--- config.mk ---
export PLATFORM = sky130hd
export DESIGN_NAME = rr_grant_arbiter
export DESIGN_NICKNAME = d
export VERILOG_FILES = /design/src/rtl/arb_pkg.sv /design/src/rtl/idx_decoder_3to8.sv /design/src/rtl/rr_grant_arbiter.sv
export SDC_FILE = /design/constraint.sdc
export NUM_CORES = 1
export LEC_CHECK = 0
export CORE_UTILIZATION = 55
export CTS_CLUSTER_SIZE = 12
export DETAILED_ROUTE_END_ITERATION = 6
export PLACE_DENSITY = 0.9
export SLEW_MARGIN = 5
export SYNTH_ARGS = -nofsm -noshare
export SYNTH_HDL_FRONTEND = slang
export SYNTH_SLANG_ARGS = --single-unit
--- constraint.sdc ---
create_clock -name clk -period 3.05 [get_ports clk]
set_input_delay 0.915 -clock clk [delete_from_list [all_inputs] [get_ports clk]]
set_output_delay 0.915 -clock clk [all_outputs]
set_load 0.02 [all_outputs]
--- src/rtl/arb_pkg.sv ---
// Shared types and helpers for the 8-way round-robin grant arbiter.
package arb_pkg;

  localparam int N_REQ = 8;
  localparam int IDX_W = 3;

  typedef enum logic [1:0] {
    IDLE,
    GRANT,
    GAP
  } arb_state_t;

  // Result of a circular search: whether anyone is requesting, and who wins.
  typedef struct packed {
    logic             found;
    logic [IDX_W-1:0] idx;
  } pick_t;

  // First set bit of req, searching ptr, ptr+1, ..., wrapping through 0.
  // The loop runs from the farthest offset down so the nearest one is written last.
  function automatic pick_t rr_first(input logic [N_REQ-1:0] req,
                                     input logic [IDX_W-1:0] ptr);
    pick_t            result;
    logic [IDX_W-1:0] cand;
    result = '0;
    for (int i = N_REQ - 1; i >= 0; i--) begin
      cand = ptr + IDX_W'(i);
      if (req[cand]) begin
        result.found = 1'b1;
        result.idx   = cand;
      end
    end
    return result;
  endfunction

endpackage

--- src/rtl/idx_decoder_3to8.sv ---
// Plain 3-to-8 one-hot decoder; the caller applies any valid masking.
module idx_decoder_3to8
  import arb_pkg::*;
(
  input  logic [IDX_W-1:0] idx,
  output logic [N_REQ-1:0] onehot
);

  // Exactly one output bit is set for every index value.
  always_comb begin
    onehot      = '0;
    onehot[idx] = 1'b1;
  end

endmodule

--- src/rtl/rr_grant_arbiter.sv ---
// 8-way round-robin arbiter with bounded hold and a one-cycle gap between owners.
// All outputs come from registers; gnt is the decoded grant index gated by gnt_valid.
module rr_grant_arbiter
  import arb_pkg::*;
#(
  parameter int MAX_HOLD = 16,
  parameter int HCNT_W   = 5
) (
  input  logic             clk,
  input  logic             rst_n,
  input  logic [N_REQ-1:0] req,
  output logic [N_REQ-1:0] gnt,
  output logic [IDX_W-1:0] gnt_idx,
  output logic             gnt_valid,
  output logic             busy
);

  // With the limit disabled the counter simply saturates at all-ones and is ignored.
  localparam logic [HCNT_W-1:0] HOLD_SAT =
    (MAX_HOLD == 0) ? {HCNT_W{1'b1}} : HCNT_W'(MAX_HOLD - 1);

  arb_state_t       state, state_nxt;
  logic [IDX_W-1:0] ptr, ptr_nxt;
  logic [HCNT_W-1:0] hold_cnt, hold_nxt;
  logic [IDX_W-1:0] gnt_idx_nxt;
  logic             gnt_valid_nxt;
  logic             busy_nxt;

  logic [N_REQ-1:0] owner_onehot;
  pick_t            pick;
  logic             owner_req;
  logic             others_req;
  logic             hold_expired;
  logic             leave_grant;

  idx_decoder_3to8 u_decoder (
    .idx    (gnt_idx),
    .onehot (owner_onehot)
  );

  // Arbitration and exit conditions, all derived from the current request vector.
  always_comb begin
    pick         = rr_first(req, ptr);
    owner_req    = |(req & owner_onehot);
    others_req   = |(req & ~owner_onehot);
    hold_expired = (MAX_HOLD != 0) && (hold_cnt == HOLD_SAT);
    leave_grant  = !owner_req || (hold_expired && others_req);
  end

  // State register; reset drops any grant in progress immediately.
  always_ff @(posedge clk or negedge rst_n) begin
    if (!rst_n) begin
      state <= IDLE;
    end else begin
      state <= state_nxt;
    end
  end

  // Next-state selection: GAP always lasts a single cycle before re-arbitrating.
  always_comb begin
    state_nxt = state;
    unique case (state)
      IDLE:    if (pick.found) state_nxt = GRANT;
      GRANT:   if (leave_grant) state_nxt = GAP;
      GAP:     state_nxt = pick.found ? GRANT : IDLE;
      default: state_nxt = IDLE;
    endcase
  end

  // Next values for the grant registers, pointer and hold counter.
  always_comb begin
    ptr_nxt       = ptr;
    hold_nxt      = hold_cnt;
    gnt_idx_nxt   = gnt_idx;
    gnt_valid_nxt = gnt_valid;
    busy_nxt      = (state_nxt != IDLE);
    unique case (state)
      IDLE, GAP: begin
        if (pick.found) begin
          gnt_idx_nxt   = pick.idx;
          gnt_valid_nxt = 1'b1;
          hold_nxt      = '0;
        end else begin
          gnt_valid_nxt = 1'b0;
        end
      end
      GRANT: begin
        if (leave_grant) begin
          gnt_valid_nxt = 1'b0;
          ptr_nxt       = gnt_idx + IDX_W'(1);
          hold_nxt      = '0;
        end else if (hold_cnt != HOLD_SAT) begin
          hold_nxt = hold_cnt + HCNT_W'(1);
        end
      end
      default: begin
        gnt_valid_nxt = 1'b0;
      end
    endcase
  end

  // Grant-side registers, cleared asynchronously together with the state.
  always_ff @(posedge clk or negedge rst_n) begin
    if (!rst_n) begin
      ptr       <= '0;
      hold_cnt  <= '0;
      gnt_idx   <= '0;
      gnt_valid <= 1'b0;
      busy      <= 1'b0;
    end else begin
      ptr       <= ptr_nxt;
      hold_cnt  <= hold_nxt;
      gnt_idx   <= gnt_idx_nxt;
      gnt_valid <= gnt_valid_nxt;
      busy      <= busy_nxt;
    end
  end

  // Masking with gnt_valid keeps gnt all-zero while gnt_idx holds its last value.
  always_comb begin
    gnt = owner_onehot & {N_REQ{gnt_valid}};
  end

endmodule

==> metrics.yaml <==
critPathMaxFanout: 5
area_growth_pct: 22.6
cp.arrival_ps: 3180
finalPower_mw: 2.82
synthDistinctLibCells: 50
placed_cells: 299
synth_seq_cells: 15
async_flop_share_pct: 100
finalSetupViolCount: 0
grt_pass1_wl_um: 8110
rsz0062_at_grt: "no"
p_seq_share_pct: 14.4
combPwrFrac_pct: 81.8
dp_hpwl_um: 3790
p_per_area_nw_per_um2: 1200
cp.required_ps: 3230
fp.dieH_um: 61.1
switchingPower_mw: 1.40
report.final.slew_viol_count: 0
dr.pass1.iters: 4
cts_setup_buffers: 0
min_period_ps: 3000
start_util_pct: 57.6
via_per_inst: 6.26
slew_headroom_pct: 56.3
cts.clk_slew.worst_paths_ps: 80
cts_tree: "done"
post_cts_resized: 0
post-synth-top-area-fraction_pct: 19.5
p_clk_share_pct: 3.8
yosys_most_used_dff: "dfrtp_1"
internal_power_mw: 1.42
cp-start-kind: "input port"
synth_warnings: 0
synthTopCellsByArea: "dfrtp_1, mux4_2, mux2i_1"
vdd_drop_max_mv: 0.819
clk_latency_ps: 280
p_sw_share_pct: 49.5
end_kind: "flop"
antenna_left: 0
min_path_type: "reg -> reg"
die_area_um2: 3730
synth_most_common_cell: "nand2_1"
wl_um: 4910
grt_usage_pct: 29.1
worst_slew_pin_slew_ps: 654
num_rows: 21
cts_buffers: 3
portBuffers: 22
drv_cap: 0
grt_overflow: 0
critPathKind: "in -> reg"
nets: 273
synth_nets: 234
grt_max_degree: 26
syn_area_per_cell_um2: 8.77
dieWidth_um: 61.1
postSynthCellCount: 219
drt-wirelength-per-cell_um: 16.2
yosys-top-cells-count: "nand2_1, nor2_1, dfrtp_1, mux2i_1"
outcome: "finished, final reports clean"
synth_area_um2: 1920
n_fill_cell: 247
synth.largest_area_cell: "dfrtp_1"
finalCritPeriodShare_pct: 98.4
cts_hold_buf: 0
drc_errors: 0
layout.cells.non_filler: 303
clock-sinks: 15
cts-root-buf: "clkbuf_4"
grt_pass1_vias: 1776
n_antenna_cell: 0
clock_path_buffers: 2
final-hold-violation-count: 0
antenna_found_initial: 0
max_freq_mhz: 333
place_congestion: 0.961
drt_iter0_drc: 136
synth-edff-count: 0
ios: 23
coreArea_um2: 3340
drive_gt1_share_pct: 23.0
synth_seq_area_share_pct: 19.5
vias: 1897
power_leakage_nw: 0.937
skew_ps: 4.75
htreeDepth: 1
==> registers in the layout (all words and copies together) (netlist names) <==
signal and cells:
hold_cnt 5, state 2, ptr 3, gnt_valid 1, busy 1, gnt_idx 3
==> metrics by stage <==
| stage | cell area [µm²] | setup slack [ps] | TNS, ps | utilization (%) | hold WS, ps |
|---|---|---|---|---|---|
| finish | 2350 | 48.7 | 0 | 70.6 | 511 |
| CTS | 2360 | 81.1 | 0 | 70.6 | 508 |
| detailed placement | 2330 | -185 | -982 | 69.9 | 493 |
| global placement | 2330 | -221 | -968 | 69.9 | 481 |
| floorplan | 1920 | 312 | 0 | - | 445 |
| global route | 2350 | 2.88 | 0 | 70.6 | 547 |
==> metal layers <==
| layer | GRT usage, % | wire, µm | share of wire [%] |
|---|---|---|---|
| met4 | 7.14 | 60 | 1.2 |
| met3 | 4.62 | 337 | 6.9 |
| met2 | 48.4 | 2380 | 49 |
| met5 | 0 | 0 | 0 |
| met1 | 39.8 | 2130 | 43 |
==> critical path, cell delays in order <==
cell and delay [ps]:
clkdlybuf4s50_1 480, buf_4 180, buf_4 140, mux4_2 520
mux2_2 310, a211oi_1 230, o21ai_0 170, a211oi_2 240
==> power groups by stage <==
stage | registers (mW) | logic [mW] | clock network [mW]
after global routing | 0.421 | 2.49 | 0.122
after detailed placement | 0.406 | 2.26 | 0
after floorplan | 0.383 | 1.66 | 0
final | 0.406 | 2.31 | 0.108
after CTS | 0.405 | 2.27 | 0.111
after global placement | 0.401 | 2.21 | 0
==> cell families after synthesis <==
logic type	count (synthesis)	synth area share [%]
DFF	15	19.5
xor gates and xnor gates	4	2.22
and+or+nand+nor	81	21.8
AOI/OAI and AO/OA	52	20.3
buffers and inverters	31	7.75
adders and majority gates	5	3.26
muxes	31	25.2
==> path summary, 6_finish.rpt <==
path	slack [ps]	end	from	depth (start not counted)
setup / recovery	50	gnt_idx[0]	req[1]	8
setup reg to reg	400	gnt_idx[2]	ptr[0]	9
min in group asynchronous	1030	hold_cnt[2]	rst_n	1
hold / removal	510	hold_cnt[2]	hold_cnt[2]	1
hold reg to reg	510	hold_cnt[2]	hold_cnt[2]	1
max in group asynchronous	1590	hold_cnt[0]	rst_n	1
==> area by class of cell <==
class | instances | area [µm²] | area share (%)
Multi-Input combinational cell | 173 | 1390 | 59.2
Timing Repair Buffer | 54 | 460 | 19.6
Sequential cell | 15 | 375 | 15.9
Tap cell | 46 | 57.6 | 2.44
Inverter | 11 | 41.3 | 1.75
Clock buffer | 4 | 26.3 | 1.12
==> placed cells by master, fill, tap and decap left out, types with 7 or more instances in the layout <==
master	n
a21oi_1	8
buf_4	32
clkdlybuf4s50_1	22
dfrtp_1	15
inv_1	11
mux2i_1	12
mux4_2	10
nand2_1	22
nand3_1	7
nor2_1	17
No activity file was read; power rests on OpenSTA's default activity.
